**config.mk**
```make
export PLATFORM = sky130hd
export DESIGN_NAME = board_input_conditioner
export DESIGN_NICKNAME = d
export VERILOG_FILES = /design/src/rtl/board_io_pkg.sv /design/src/rtl/board_input_conditioner_debounce_bit.sv /design/src/rtl/board_input_conditioner.sv
export SDC_FILE = /design/constraint.sdc
export NUM_CORES = 1
export LEC_CHECK = 0
export CAP_MARGIN = 40
export CORE_MARGIN = 5
export CORE_UTILIZATION = 50
export CTS_CLUSTER_DIAMETER = 30
export DETAILED_ROUTE_END_ITERATION = 10
export GPL_ROUTABILITY_DRIVEN = 0
export PLACE_DENSITY = 0.75
export SYNTH_ARGS = -nofsm -noshare
export SYNTH_HDL_FRONTEND = slang
export SYNTH_SLANG_ARGS = --single-unit
```
**constraint.sdc**
```tcl
create_clock -name clk -period 2.1 [get_ports clk]
set_input_delay 0.525 -clock clk [delete_from_list [all_inputs] [get_ports clk]]
set_output_delay 0.525 -clock clk [all_outputs]
set_load 0.02 [all_outputs]
```
**src/rtl/board_io_pkg.sv**
```systemverilog
// Board-level I/O constants shared by the input conditioner and its consumers.
// Debounce length is derived from the board clock so a clock change only touches CLK_HZ.
package board_io_pkg;

  localparam int unsigned CLK_HZ      = 100_000_000;
  localparam int unsigned DEBOUNCE_MS = 10;

  function automatic int unsigned ms_to_cycles(input int unsigned clk_hz,
                                               input int unsigned ms);
    return (clk_hz / 1000) * ms;
  endfunction

  localparam int unsigned DEBOUNCE_CYCLES = ms_to_cycles(CLK_HZ, DEBOUNCE_MS);
  localparam int unsigned SYNC_STAGES     = 2;

  localparam int unsigned NUM_BTN = 4;
  localparam int unsigned NUM_SW  = 4;
  localparam int unsigned NUM_CH  = NUM_BTN + NUM_SW;

  // Bit positions inside raw_in / level / rise / fall.
  localparam int unsigned CH_BTN0 = 0;
  localparam int unsigned CH_BTN1 = 1;
  localparam int unsigned CH_BTN2 = 2;
  localparam int unsigned CH_BTN3 = 3;
  localparam int unsigned CH_SW0  = 4;
  localparam int unsigned CH_SW1  = 5;
  localparam int unsigned CH_SW2  = 6;
  localparam int unsigned CH_SW3  = 7;

endpackage

```
**src/rtl/board_input_conditioner_debounce_bit.sv**
```systemverilog
// One conditioned channel: SYNC_STAGES-flop synchronizer, disagreement counter,
// registered stable level and single-cycle rise/fall pulses.
module debounce_bit #(
  parameter int unsigned SYNC_STAGES     = board_io_pkg::SYNC_STAGES,
  parameter int unsigned DEBOUNCE_CYCLES = board_io_pkg::DEBOUNCE_CYCLES
) (
  input  logic clk,
  input  logic rst,
  input  logic i_raw,
  output logic o_level,
  output logic o_rise,
  output logic o_fall
);
  import board_io_pkg::*;

  localparam int unsigned CNT_W = $clog2(DEBOUNCE_CYCLES + 1);
  localparam logic [CNT_W-1:0] CNT_LAST = CNT_W'(DEBOUNCE_CYCLES - 1);

  logic [SYNC_STAGES-1:0] r_sync;
  logic [CNT_W-1:0]       r_cnt;
  logic                   r_level;
  logic                   r_rise;
  logic                   r_fall;
  logic                   w_s;

  assign w_s = r_sync[SYNC_STAGES-1];

  // The counter only runs while the synchronized pin disagrees with the level;
  // reaching CNT_LAST commits the flip, so the count never wraps.
  always_ff @(posedge clk) begin
    if (rst) begin
      r_sync  <= '0;
      r_cnt   <= '0;
      r_level <= 1'b0;
      r_rise  <= 1'b0;
      r_fall  <= 1'b0;
    end else begin
      r_sync <= {r_sync[SYNC_STAGES-2:0], i_raw};
      r_rise <= 1'b0;
      r_fall <= 1'b0;
      if (w_s == r_level) begin
        r_cnt <= '0;
      end else if (r_cnt == CNT_LAST) begin
        r_level <= w_s;
        r_cnt   <= '0;
        r_rise  <= w_s;
        r_fall  <= ~w_s;
      end else begin
        r_cnt <= r_cnt + CNT_W'(1);
      end
    end
  end

  assign o_level = r_level;
  assign o_rise  = r_rise;
  assign o_fall  = r_fall;

endmodule

```
**src/rtl/board_input_conditioner.sv**
```systemverilog
// Conditions the board buttons (raw_in[3:0]) and switches (raw_in[7:4]) into
// clean levels and edge pulses; changed flags any edge on any channel.
module board_input_conditioner #(
  parameter int unsigned N_CH            = board_io_pkg::NUM_CH,
  parameter int unsigned SYNC_STAGES     = board_io_pkg::SYNC_STAGES,
  parameter int unsigned DEBOUNCE_CYCLES = board_io_pkg::DEBOUNCE_CYCLES
) (
  input  logic            clk,
  input  logic            rst,
  input  logic [N_CH-1:0] raw_in,
  output logic [N_CH-1:0] level,
  output logic [N_CH-1:0] rise,
  output logic [N_CH-1:0] fall,
  output logic            changed
);
  import board_io_pkg::*;

  logic [N_CH-1:0] w_rise;
  logic [N_CH-1:0] w_fall;

  for (genvar g = 0; g < N_CH; g++) begin : g_ch
    debounce_bit #(
      .SYNC_STAGES    (SYNC_STAGES),
      .DEBOUNCE_CYCLES(DEBOUNCE_CYCLES)
    ) u_bit (
      .clk    (clk),
      .rst    (rst),
      .i_raw  (raw_in[g]),
      .o_level(level[g]),
      .o_rise (w_rise[g]),
      .o_fall (w_fall[g])
    );
  end

  // Pulses are already registered per channel, so the OR lands in the same cycle.
  assign rise    = w_rise;
  assign fall    = w_fall;
  assign changed = |(w_rise | w_fall);

endmodule

```
==> metrics list <==
- Result of the run: finished clean
- Number of inserted diodes: 0
- Slew at the pin closest to its max-slew limit: 456 ps
* Fraction of the mapped netlist area in simple logic gates: 29.3%
* Maximum clock rate: 498 MHz
- Leakage power of the design: 3.05 nW
- Final wirelength: 17.5 mm
- Counting distinct cell types in the post-synthesis netlist gives 39.
- In this run the deepest clock path goes through 2 buffers.
- Combinational family with the most area after synthesis: simple AND/OR/NAND/NOR gates
* Post-synthesis async set-or-reset flop share: 0%
- H-tree lvl count: 4
* Total congestion overflow: 0
- The first global-routing pass estimated 29.8 mm of wire.
* CP max FO: 4
- Library cell used as clock root buffer: clkbuf_16
* Number of standard cells in the final layout excluding fillers: 1256
* Post-Syn Nets: 1005
* Count of cells along the worst register-to-register path: 5
* Clk Latency, worst-skew pair: 430 ps
- Number of warnings reported in the yosys synthesis log: 0
- Buffers on Ports: 34
- Final hold violation count: 0
- Share of the synthesized area in the top cell type: 46.3%
- The synthesized netlist occupies a cell area of 8650 um2.
* Worst reg2reg startpoint: g_ch[1].u_bit.r_cnt[0]$_SDFF_PP0_
* Adder-cell share of the synthesized area: 1.16%
* Flip-flop and latch area: 4000 um2
- Chain of cells forming the critical path: clkdlybuf4s50_1
* Worst rel slew slack: 69.2%
- After detailed placement, the design holds a cell count of 1224.
* Post-route antenna net violation count: 0
- Maximum Capacitance Violations: 0
- Detailed-route vias per instance: 5.54
- Die width: 141 um
- In this run the worst hold path is classified as flop to flop.
- Leading post-synthesis cells by cell area: dfxtp_1 46%, nor2_1 5.3%, xor2_1 5.3%
- The number of max-slew violations in the final report was 0.
- Dividing the detail-routed wire length by the instance count gives 14.0 um.
- Setup repair after global routing left no endpoint under its margin.
* Area of the multi-input gates: 4260 um2
- Die extent in y: 141 um
* Most common cell after layout, fill and taps aside: dfxtp_1
- At the end of the flow, the number of nets in the layout was 1036.
- Clock tree synthesis inserted a total of 17 buffers.
* Layout cell share with drive strength beyond 1: 8.15%
* Worst vdd ir: 625 uV
* Register bit count reported by yosys: 200
- Iteration-0 DRC Markers: 322
- The largest single stage delay on the critical path is 660 ps.
- The most used flip-flop cell after synthesis is dfxtp_1.
- Estimated wirelength of the detail-placed design: 12.1 mm
- Broken down by cell family, the worst path's largest delay share belongs to buffers and inverters.
* TritonCTS clock tree: yes
- Arrival time at the worst endpoint: 1480 ps
- The synthesized netlist devotes 8.15% of its cell area to compound gates.
- Leading area contributor after synthesis: dfxtp_1
- After clock tree synthesis, the clock-pin slew on the worst setup and hold paths is 70 ps.
- In this run the core area contains 48 standard-cell rows.
* Count of flip-flops with a built-in enable after synthesis: 0
* Critical Setup Path Class: flop to output pin
- The synthesized netlist devotes 10.2% of its cell area to XOR and XNOR gates.
* Origin of the worst min-delay path: g_ch[5].u_bit.r_sync[0]$_SDFF_PP0_
* Crit-path slowest cell: clkdlybuf4s50_1
* Vias in the first global route: 6466
- Reg-to-reg endpoint: g_ch[1].u_bit.r_cnt[18]$_SDFF_PP0_
- Setup slack, reg-to-reg: 120 ps
* Post-route minimum period: 2010 ps
* Number of vias after detailed routing: 6959
- Ratio of final minimum period to clock period: 95.7%
* Area enclosed by the die boundary: 20000 um2
- 35 I/O pins were placed.
* Data required time of the worst path: 1570 ps
* Worst hold path stage count: 1
* Initial antenna violation count: 0
* Layout area overhead: 14.4%
- Count of unresolved DRC violations after routing: 0
- The clock drives 200 sinks.
* Number of detailed-route iterations in the first pass: 4
- Number of instances in the synthesized netlist: 987
- Area inside the core boundary: 17100 um2
* Commonest cells after routing, fill and taps aside: 200 x dfxtp_1, 123 x nor2_1, 59 x nand3_1
- The layout has 1485 filler cells.
* Total Power: 7.42 mW
* Mapped Avg Cell Area: 8.76 um2
- Critical Path Source Type: flop
- Once the floorplan was initialized, standard cells occupied 50.5% of the core.
- Multiplexer fraction of the synthesized cell area: 0%
* All-layer global routing usage: 17.8%
- Entering global routing, the biggest net connects 21 pins.
- Critical path endpoint category: output pin
- Dividing total power by cell area gives a power density of 751 nW/um2.
- Setup violations remaining at the end of the flow were counted as 0.
* Number of buffers and inverters on the critical path: 1
- After routing, the total negative slack on setup checks comes to 0 ps.
- Worst Hold End: g_ch[5].u_bit.r_sync[1]$_SDFF_PP0_
* Clock tree skew after final layout: 8.10 ps
* Sequential element share of the synthesized area: 46.3%
## cells in the mapped netlist (all sizes together), types with 28 or more instances
cell type	instances
nand3	61
xnor2	49
or4	34
a21oi	58
nor4	28
or3	34
dfxtp	200
o21ai	41
nor2	123
inv	29
xor2	52
nand2	45
buf	32
nand4	39
## kinds of logic after synthesis
logic type               after synthesis
AND/OR/NAND/NOR                      467
XOR/XNOR                             101
buffers and inverters                 85
flip-flops                           200
adder cells (fa/ha/maj)                8
AO/OA/AOI/OAI                        126
## final cells by class
| class | count | share of cell area (%) |
|---|---|---|
| inverter | 29 | 1.10 |
| clock buffer | 22 | 4.79 |
| clock inverter | 10 | 1.67 |
| sequential | 200 | 40.5 |
| multi-input combinational | 702 | 43.1 |
| tap | 225 | 2.85 |
| timing repair buffer | 68 | 6.05 |
## worst max path at each step
| stage | start | to | slack, ps | cells past startpoint |
|---|---|---|---|---|
| final | g_ch[2].u_bit.o_level$_SDFFE_PP0P_ | level[2] | 90 | 1 |
| after global routing | g_ch[5].u_bit.r_cnt[1]$_SDFF_PP0_ | g_ch[5].u_bit.r_cnt[18]$_SDFF_PP0_ | 9 | 5 |
| after CTS | g_ch[0].u_bit.r_cnt[0]$_SDFF_PP0_ | g_ch[0].u_bit.o_fall$_SDFF_PP0_ | 20 | 5 |
| after detailed placement | g_ch[0].u_bit.r_cnt[0]$_SDFF_PP0_ | g_ch[0].u_bit.o_fall$_SDFF_PP0_ | 60 | 5 |
| after global placement | g_ch[1].u_bit.o_rise$_SDFF_PP0_ | changed | 100 | 3 |
| after floorplan | g_ch[5].u_bit.r_cnt[0]$_SDFF_PP0_ | g_ch[5].u_bit.r_cnt[18]$_SDFF_PP0_ | 100 | 6 |
## what timing repair did
action	CTS	global route
endpoints found under the setup margin	1	5
cloned	0	0
resized for setup	6	5
pin swaps	1	0
hold buffers	0	0
setup buffers	0	0
hold endpoints to repair	0	0
## routing by layer
metal	track usage (%)	vias up	part of all wire, %
met1	22.9	3289	47
met4	5.96	0	1.4
met3	3.84	18	3.3
li1	-	3543	-
met2	29.7	109	48
met5	0	-	0
## power by group
part / internal [mW] / leakage [nW] / switching (mW) / total (mW)
logic: 0.0464 / 1.13 / 0.0545 / 0.101
registers: 3.81 / 1.61 / 0.0127 / 3.82
clock network: 2.10 / 0.303 / 1.40 / 3.50
total: 5.95 / 3.05 / 1.47 / 7.42
## through the flow
stage	hold slack [ps]	worst slack, ps	cell area [um2]	util (%)
6_report	439	91.1	9890	57.8
5_1_grt	460	9.19	9890	57.8
4_1_cts	440	23.6	9870	57.7
3_5_place_dp	425	60.4	9220	53.9
3_3_place_gp	418	97.6	9220	53.9
2_1_floorplan	413	105	8650	-
## flip-flops by register name, summed over array words and instances (netlist names)
signal / flops
g_ch.u_bit.r_cnt: 160
g_ch.u_bit.r_sync: 16
g_ch.u_bit.o_fall: 8
g_ch.u_bit.o_rise: 8
g_ch.u_bit.o_level: 8
No activity file was read; power rests on OpenSTA's default activity.
